**config.mk**
```make
export PLATFORM = sky130hd
export DESIGN_NAME = flag_sequencer
export DESIGN_NICKNAME = d
export VERILOG_FILES = /design/src/rtl/flag_sequencer_pkg.sv /design/src/rtl/flag_sequencer_frame_debounce.sv /design/src/rtl/flag_sequencer.sv
export SDC_FILE = /design/constraint.sdc
export NUM_CORES = 1
export LEC_CHECK = 0
export ABC_AREA = 1
export CAP_MARGIN = 0
export CORE_MARGIN = 5
export CORE_UTILIZATION = 41
export DETAILED_ROUTE_END_ITERATION = 16
export HOLD_SLACK_MARGIN = 0.02
export PLACE_DENSITY = 0.83
export REMOVE_ABC_BUFFERS = 1
export SKIP_CTS_REPAIR_TIMING = 1
export SLEW_MARGIN = 25
export SYNTH_ARGS = -nofsm -noshare
export SYNTH_HDL_FRONTEND = slang
export SYNTH_SLANG_ARGS = --single-unit
```
**constraint.sdc**
```tcl
create_clock -name clk -period 1.7 [get_ports clk]
set_input_delay 0.17 -clock clk [delete_from_list [all_inputs] [get_ports clk]]
set_output_delay 0.17 -clock clk [all_outputs]
set_load 0.05 [all_outputs]
```
**src/rtl/flag_sequencer_pkg.sv**
```systemverilog
// Shared constants and types for the flag sequencer: colour width, the black
// level and the two scheduler states.
package flag_sequencer_pkg;

    localparam int COLOR_W = 6;
    localparam logic [COLOR_W-1:0] BLACK = '0;

    typedef enum logic {
        SEQ_SHOW  = 1'b0,
        SEQ_BLANK = 1'b1
    } seq_state_e;

endpackage

```
**src/rtl/flag_sequencer_frame_debounce.sv**
```systemverilog
// Frame-rate button debouncer: a press is accepted after DEBOUNCE_FRAMES consecutive
// high samples taken on tick, and is reported once per continuous hold.
module frame_debounce #(
    parameter int DEBOUNCE_FRAMES = 3
) (
    input  logic clk,
    input  logic rst,
    input  logic tick,
    input  logic level,
    output logic press
);

    localparam int CNT_W = $clog2(DEBOUNCE_FRAMES + 1);

    // The counter saturates at DEBOUNCE_FRAMES; that value doubles as the
    // disarmed state, cleared by the next low sample.
    logic [CNT_W-1:0] cnt;

    assign press = tick && level && (cnt == CNT_W'(DEBOUNCE_FRAMES - 1));

    always_ff @(posedge clk) begin
        // NOTE: sequential state uses non-blocking assignments so every register
        // samples pre-edge values, independent of statement order.
        if (rst) begin
            cnt <= '0;
        end else if (tick) begin
            if (!level) begin
                cnt <= '0;
            end else if (cnt != CNT_W'(DEBOUNCE_FRAMES)) begin
                cnt <= cnt + 1'b1;
            end
        end
    end

endmodule

```
**src/rtl/flag_sequencer.sv**
```systemverilog
// Chooses which flag's colour reaches the VGA output, with auto-cycling, debounced
// next/prev buttons and black transition frames; state only moves on frame_tick.
module flag_sequencer
    import flag_sequencer_pkg::*;
#(
    parameter int NUM_FLAGS       = 8,
    parameter int IDX_W           = 3,
    parameter int DWELL_FRAMES    = 300,
    parameter int BLANK_FRAMES    = 8,
    parameter int DEBOUNCE_FRAMES = 3
) (
    input  logic                           clk,
    input  logic                           rst,
    input  logic                           frame_tick,
    input  logic                           btn_next,
    input  logic                           btn_prev,
    input  logic                           auto_en,
    input  logic [NUM_FLAGS*COLOR_W-1:0]   colors_in,
    output logic [COLOR_W-1:0]             color_out,
    output logic [IDX_W-1:0]               flag_sel,
    output logic                           blanking
);

    localparam int DWELL_W = (DWELL_FRAMES > 1) ? $clog2(DWELL_FRAMES) : 1;
    localparam int BLANK_W = (BLANK_FRAMES > 1) ? $clog2(BLANK_FRAMES) : 1;

    seq_state_e         state;
    logic [DWELL_W-1:0] dwell;
    logic [BLANK_W-1:0] blank_cnt;
    logic [IDX_W-1:0]   target;

    logic press_next, press_prev;
    logic step_fwd, step_back;
    logic show_go;
    logic [IDX_W-1:0] show_tgt, blank_tgt;

    frame_debounce #(.DEBOUNCE_FRAMES(DEBOUNCE_FRAMES)) u_db_next (
        .clk(clk), .rst(rst), .tick(frame_tick), .level(btn_next), .press(press_next)
    );

    frame_debounce #(.DEBOUNCE_FRAMES(DEBOUNCE_FRAMES)) u_db_prev (
        .clk(clk), .rst(rst), .tick(frame_tick), .level(btn_prev), .press(press_prev)
    );

    function automatic logic [IDX_W-1:0] wrap_step(input logic [IDX_W-1:0] idx,
                                                   input logic fwd);
        if (fwd) begin
            return (idx == IDX_W'(NUM_FLAGS - 1)) ? '0 : idx + 1'b1;
        end
        return (idx == '0) ? IDX_W'(NUM_FLAGS - 1) : idx - 1'b1;
    endfunction

    // Simultaneous presses cancel; a button step outranks the dwell expiry.
    assign step_fwd  = press_next && !press_prev;
    assign step_back = press_prev && !press_next;

    always_comb begin
        // NOTE: every always_comb output gets a default first so no path can
        // leave it unassigned and infer a latch.
        show_go   = 1'b0;
        show_tgt  = flag_sel;
        blank_tgt = target;
        show_go   = step_fwd || step_back ||
                    (auto_en && (dwell == DWELL_W'(DWELL_FRAMES - 1)));
        show_tgt  = wrap_step(flag_sel, !step_back);
        if (step_fwd || step_back) begin
            blank_tgt = wrap_step(target, step_fwd);
        end
    end

    always_ff @(posedge clk) begin
        if (rst) begin
            state     <= SEQ_SHOW;
            flag_sel  <= '0;
            blanking  <= 1'b0;
            dwell     <= '0;
            blank_cnt <= '0;
            target    <= '0;
        end else if (frame_tick) begin
            case (state)
                SEQ_SHOW: begin
                    if (show_go) begin
                        dwell  <= '0;
                        target <= show_tgt;
                        if (BLANK_FRAMES > 0) begin
                            state     <= SEQ_BLANK;
                            blanking  <= 1'b1;
                            blank_cnt <= '0;
                        end else begin
                            flag_sel <= show_tgt;
                        end
                    end else begin
                        dwell <= auto_en ? dwell + 1'b1 : '0;
                    end
                end
                SEQ_BLANK: begin
                    target <= blank_tgt;
                    if (blank_cnt == BLANK_W'(BLANK_FRAMES - 1)) begin
                        flag_sel  <= blank_tgt;
                        blanking  <= 1'b0;
                        dwell     <= '0;
                        blank_cnt <= '0;
                        state     <= SEQ_SHOW;
                    end else begin
                        blank_cnt <= blank_cnt + 1'b1;
                    end
                end
                default: state <= SEQ_SHOW;
            endcase
        end
    end

    assign color_out = blanking ? BLACK : colors_in[flag_sel*COLOR_W +: COLOR_W];

endmodule
```
**Word-level counts from Yosys, hierarchy flattened**

Cells that the tools add are included.

- Word-level logic and storage cells: 82
- Input bits: 54
- Output and inout port bits: 10
- Flip-flop bits (word level): 24

- $add $sub $neg: 8
- Shift-type cells: 1
- Muxes and demuxes: 32
- Reduce and logical (&&, ||, !) cells: 19
- $mul: 1
- Equal/unequal tests: 12
- Bitwise gates (word level): 1

Operators by type and width:

| kind | count |
|---|---|
| $shiftx A48 B7 Y6 | 1 |
| $mux W3 | 13 |
| $mux W9 | 3 |
| $pmux W9 S2 | 1 |
| $pmux W3 S2 | 2 |
| $add A3 B1 Y3 const B | 3 |
| $add A9 B1 Y9 const B | 1 |
| $eq A3 B3 Y1 const B | 3 |
| $eq A9 B9 Y1 const B | 1 |
| $mux W2 | 4 |
| $reduce_and A2 Y1 | 4 |
| $logic_and A1 B1 Y1 | 7 |
| $logic_not A3 Y1 | 2 |
| $mux W1 | 6 |
| $mux W6 | 1 |
| $ne A2 B1 Y1 const B | 3 |
| $ne A2 B2 Y1 const B | 3 |
| $reduce_and A3 Y1 | 2 |
| $sub A3 B1 Y3 const B | 2 |
| $mul A3 B2 Y5 const B | 1 |
| $add A2 B1 Y2 const B | 2 |
| $eq A2 B2 Y1 const B | 2 |
| $pmux W1 S2 | 2 |
| $logic_not A1 Y1 | 2 |
| 2 further kinds | 3 |

**Logic depth before layout (Yosys ltp)**

- Depth after elaboration: 10
- Mapped depth: 14
- Depth with buffers taken out: 14

**Hierarchy**

From an unflattened synthesis, not the netlist that was laid out.

- Cell total of the unflattened synthesis: 317
- Area, all modules: 1976.9 um^2

Modules (own cells, without submodules):

| module | area an instance (um^2) | instances | cells each | seq. area each (um^2) |
|---|---|---|---|---|
| flag_sequencer | 1701.6 | 1 | 271 | 400.4 |
| frame_debounce | 137.6 | 2 | 23 | 40.0 |

**Worst setup path before layout**

OpenSTA, ideal clock, no wires.

- Path kind: flip-flop to output port
- Start point: reg flag_sel[0]
- End point: out color_out[3]
- Setup slack: -0.426 ns
- Stages on the path, launching flop included: 6
- Arrival time: 1.956 ns
- Data required time: 1.530 ns
- Buffers on the path: 1
- Cells stage by stage: dfxtp_1 -> buf_2 -> o21ai_0 -> o22ai_1 -> o21ai_0 -> nor2_1

- Word-level cells in the longest chain between the ends: 3

Ends and longest elaborated chain:

| element | RTL line | RTL |
|---|---|---|
| start: declaration | flag_sequencer.sv:20 | `output logic [IDX_W-1:0] flag_sel,` |
| start signal: assignment | flag_sequencer.sv:90 | `flag_sel <= show_tgt;` |
| start signal: assignment | flag_sequencer.sv:99 | `flag_sel <= blank_tgt;` |
| $mul A3 B2 Y5 | flag_sequencer.sv:113 | `assign color_out = blanking ? BLACK : colors_in[flag_sel*COLOR_W +: COLOR_W];` |
| $shiftx A48 B7 Y6 | flag_sequencer.sv:113 |  |
| $mux W6 | flag_sequencer.sv:113 |  |
| end: declaration | flag_sequencer.sv:19 | `output logic [COLOR_W-1:0] color_out,` |

Every way passes these cells.

**Final worst setup path**

- Start point: reg flag_sel[0]
- End point: out color_out[4]

The elaborated chain is that of the path after synthesis.

==> metrics.txt <==
# TYPE chip_impl_metric gauge
chip_impl_info{name="outcome",value="finished, violations left"} 1
chip_impl_info{name="failed_checks",value="setup timing"} 1
chip_impl_metric{name="grt_max_degree",unit=""} 25
chip_impl_metric{name="power_density",unit="mW/mm²"} 466
chip_impl_metric{name="io_buffer_count",unit=""} 63
chip_impl_info{name="clock-root-buffer",value="sky130_fd_sc_hd__clkbuf_8"} 1
chip_impl_metric{name="grt_overflow",unit=""} 0
chip_impl_metric{name="wire_length_of_the_first_global_routing_pass",unit="µm"} 9090
chip_impl_metric{name="io_pins",unit=""} 64
chip_impl_metric{name="drt-wirelength-per-cell",unit="µm"} 14.8
chip_impl_metric{name="syn-instance-count",unit=""} 295
chip_impl_metric{name="layout.core_utilization",unit="%"} 69.9
chip_impl_metric{name="synth.avg_cell_area",unit="µm²"} 6.29
chip_impl_info{name="rr_startpoint",value="flag_sel[1]$_SDFFE_PP0P_"} 1
chip_impl_metric{name="gp_congestion",unit=""} 0.849
chip_impl_metric{name="max_stage_delay",unit="ps"} 440
chip_impl_metric{name="diodes",unit=""} 0
chip_impl_metric{name="ant_nets",unit=""} 0
chip_impl_metric{name="gr-usage-all-layers",unit="%"} 17.6
chip_impl_metric{name="cellLeakagePower",unit="nW"} 1.29
chip_impl_metric{name="cts.sinks",unit=""} 24
chip_impl_metric{name="finalSetupViolations",unit=""} 6
chip_impl_metric{name="cts.htree.levels",unit=""} 1
chip_impl_info{name="startpoint",value="flag_sel[0]$_SDFFE_PP0P_"} 1
chip_impl_metric{name="post_placement_cell_count",unit=""} 414
chip_impl_info{name="layout_commonest_cell",value="sky130_fd_sc_hd__nor2_1"} 1
chip_impl_metric{name="max-slew-margin-rel",unit="%"} 67.1
chip_impl_metric{name="detailedPlacementHpwl",unit="µm"} 4200
chip_impl_metric{name="p_int",unit="mW"} 1.08
chip_impl_metric{name="timing.final.hold_violations",unit=""} 0
chip_impl_metric{name="library_cells_used_by_synthesis",unit=""} 22
chip_impl_metric{name="min_period",unit="ps"} 1810
chip_impl_metric{name="clkLatencyLatePin",unit="ps"} 270
chip_impl_metric{name="die_y",unit="µm"} 77.3
chip_impl_info{name="rsz_0062_raised_after_global_routing",value="yes"} 1
chip_impl_metric{name="vias_in_the_first_global_route",unit=""} 2114
chip_impl_metric{name="irDropWorstVdd",unit="mV"} 0.426
chip_impl_metric{name="seq_area_frac_synth",unit="%"} 25.9
chip_impl_metric{name="yosys_warns",unit=""} 0
chip_impl_metric{name="timing.hold.ws",unit="ps"} 472
chip_impl_metric{name="firstDrtPassIters",unit=""} 4
chip_impl_info{name="crit_path_end_kind",value="output pin"} 1
chip_impl_metric{name="placeableCoreArea",unit="mm²"} 0.00438
chip_impl_metric{name="initial_utilization",unit="%"} 42.3
chip_impl_metric{name="detailed_place.area",unit="mm²"} 0.00263
chip_impl_metric{name="finalClockSkew",unit="ps"} 2.95
chip_impl_metric{name="rows",unit=""} 24
chip_impl_metric{name="die_width",unit="µm"} 77.3
chip_impl_metric{name="clock_power_share",unit="%"} 35.0
chip_impl_info{name="timing.hold.worst.start",value="u_db_prev.cnt[0]$_SDFFE_PP0P_"} 1
chip_impl_metric{name="cts_buf_count",unit=""} 3
chip_impl_info{name="cts_tree",value="built"} 1
chip_impl_metric{name="design.final.nets",unit=""} 453
chip_impl_metric{name="reg2reg_setup_slack",unit="ps"} 90
chip_impl_metric{name="routed_wl",unit="µm"} 6400
chip_impl_metric{name="die-area",unit="mm²"} 0.00597
chip_impl_metric{name="hold-path-cell-count",unit=""} 1
chip_impl_metric{name="ys_seq_elements",unit=""} 24
chip_impl_metric{name="antenna_found_initial",unit=""} 0
chip_impl_info{name="worstSetupPathType",value="reg2out"} 1
chip_impl_info{name="critical_path.cell_chain",value="buf_6 -> clkbuf_16 -> o21ai_0 -> o22ai_1 -> nor2_1 -> nor2_1 -> buf_6"} 1
chip_impl_metric{name="route.detailed.drc",unit=""} 0
chip_impl_metric{name="drv_cap",unit=""} 0
chip_impl_metric{name="seq_power_share",unit="%"} 41.2
chip_impl_metric{name="drt-vias-per-instance",unit=""} 5.40
chip_impl_metric{name="timing.critical_path.arrival",unit="ps"} 1640
chip_impl_info{name="min_delay_worst_endpoint",value="u_db_prev.cnt[0]$_SDFFE_PP0P_"} 1
chip_impl_info{name="min-delay-path-class",value="reg2reg"} 1
chip_impl_metric{name="fin_ws",unit="ps"} -108
chip_impl_metric{name="totalPowerFinal",unit="mW"} 1.43
chip_impl_info{name="element_type_at_the_critical_path_start",value="flop"} 1
chip_impl_metric{name="instances_no_fill",unit=""} 432
chip_impl_metric{name="crit_path_max_fanout",unit=""} 6
chip_impl_metric{name="max_clock_freq",unit="MHz"} 553
chip_impl_metric{name="timing.final.crit_share",unit="%"} 106
chip_impl_info{name="critical-path-slowest-cell",value="sky130_fd_sc_hd__dfxtp_4"} 1
chip_impl_metric{name="timing_max_transition_violations_final",unit=""} 0
chip_impl_metric{name="final_area",unit="mm²"} 0.00306
chip_impl_info{name="layout_common_cells",value="sky130_fd_sc_hd__nor2_1 (60), sky130_fd_sc_hd__clkdlybuf4s50_1 (54), sky130_fd_sc_hd__nand2_1 (49)"} 1
chip_impl_metric{name="clockBufferDepth",unit=""} 2
chip_impl_metric{name="detail_route.iter0.violations",unit=""} 102
chip_impl_metric{name="drive_above_1_share",unit="%"} 18.7
chip_impl_metric{name="post_synth_instance_area",unit="mm²"} 0.00186
chip_impl_metric{name="flow.area_growth_from_synthesis",unit="%"} 65.1
chip_impl_metric{name="comb_power_share",unit="%"} 23.7
chip_impl_metric{name="ff2ff_path_depth",unit=""} 10
chip_impl_metric{name="actual_slew_at_the_worst_max_slew_pin",unit="ps"} 493
chip_impl_metric{name="critPathRequiredTime",unit="ps"} 1530
chip_impl_info{name="crit-reg2reg-capture",value="target[1]$_SDFFE_PP0P_"} 1
chip_impl_metric{name="p_switching",unit="mW"} 0.352
chip_impl_metric{name="clkTransAtPathRegs",unit="ps"} 80
chip_impl_metric{name="dr_total_vias",unit=""} 2332
chip_impl_metric{name="power.switching_fraction",unit="%"} 24.6
==> synthesized netlist by cell type, drive strengths merged <==
master | number | area (µm²)
nand2 | 51 | 191
xnor2 | 1 | 8.76
nor3 | 3 | 15.0
clkinv | 1 | 3.75
a21oi | 12 | 71.3
buf | 8 | 46.3
ha | 18 | 225
o21ai | 39 | 195
nor2 | 63 | 236
o22ai | 15 | 93.8
and2 | 3 | 18.8
inv | 29 | 109
or2 | 1 | 6.26
dfxtp | 24 | 480
xor2 | 4 | 35.0
nand3 | 22 | 115
clkbuf | 1 | 3.75
==> through the flow <==
stage               setup TNS, ps  setup slack [ps]
floorplan                   -4720              -558
global placement             -315             -69.9
detailed placement          -1100              -138
CTS                         -1070              -177
global route                 -888              -159
finish                       -421              -108
==> critical path: cells and delay by family (launching register included) <==
family | cells | cell delay, ps
flops | 1 | 440
buf+inv | 3 | 430
compound gates | 2 | 300
simple gates | 2 | 190
==> registers in the layout, indices dropped and copies added (netlist names) <==
register / count
dwell: 9
flag_sel: 3
target: 3
blank_cnt: 3
u_db_prev.cnt: 2
u_db_next.cnt: 2
state: 1
blanking: 1
==> cell families after synthesis <==
family                   share of synthesized area, %
AO/OA/AOI/OAI                                    19.4
XOR/XNOR                                         2.36
adder cells (fa/ha/maj)                          12.1
buffers and inverters                            8.77
flip-flops                                       25.9
AND/OR/NAND/NOR                                  31.4
==> worst max path at each step <==
| stage | endpoint | slack, ps | cells past startpoint |
|---|---|---|---|
| 2_1_floorplan | color_out[0] | -560 | 4 |
| 3_3_place_gp | target[0]$_SDFFE_PP0P_ | -70 | 11 |
| 3_5_place_dp | target[0]$_SDFFE_PP0P_ | -140 | 11 |
| 4_1_cts | color_out[3] | -180 | 7 |
| 5_1_grt | color_out[2] | -160 | 8 |
| 6_report | color_out[4] | -110 | 7 |
==> layer usage <==
metal  track usage (%)  routed length [µm]
met5                 0                   0
met2              30.4                3100
met3              3.28                 670
met4              3.78                  96
met1              22.7                2540
==> layout make-up <==
| type | instances | area, µm² |
|---|---|---|
| inverters | 30 | 126 |
| repair buffers | 90 | 1000 |
| flip-flops and latches | 24 | 490 |
| multi-input cells | 232 | 1310 |
| fillers | 326 | 1320 |
| clock inverters | 1 | 30.0 |
| well taps | 52 | 65.1 |
| clock buffers | 3 | 41.3 |
==> power by group through the flow <==
stage | clock [mW] | combinational [mW] | sequential, mW
2_1_floorplan | 0 | 0.128 | 0.599
3_3_place_gp | 0 | 0.300 | 0.600
3_5_place_dp | 0 | 0.305 | 0.601
4_1_cts | 0.504 | 0.307 | 0.587
5_1_grt | 0.524 | 0.368 | 0.591
6_report | 0.500 | 0.339 | 0.589
Power figures use the tool's default switching activity.
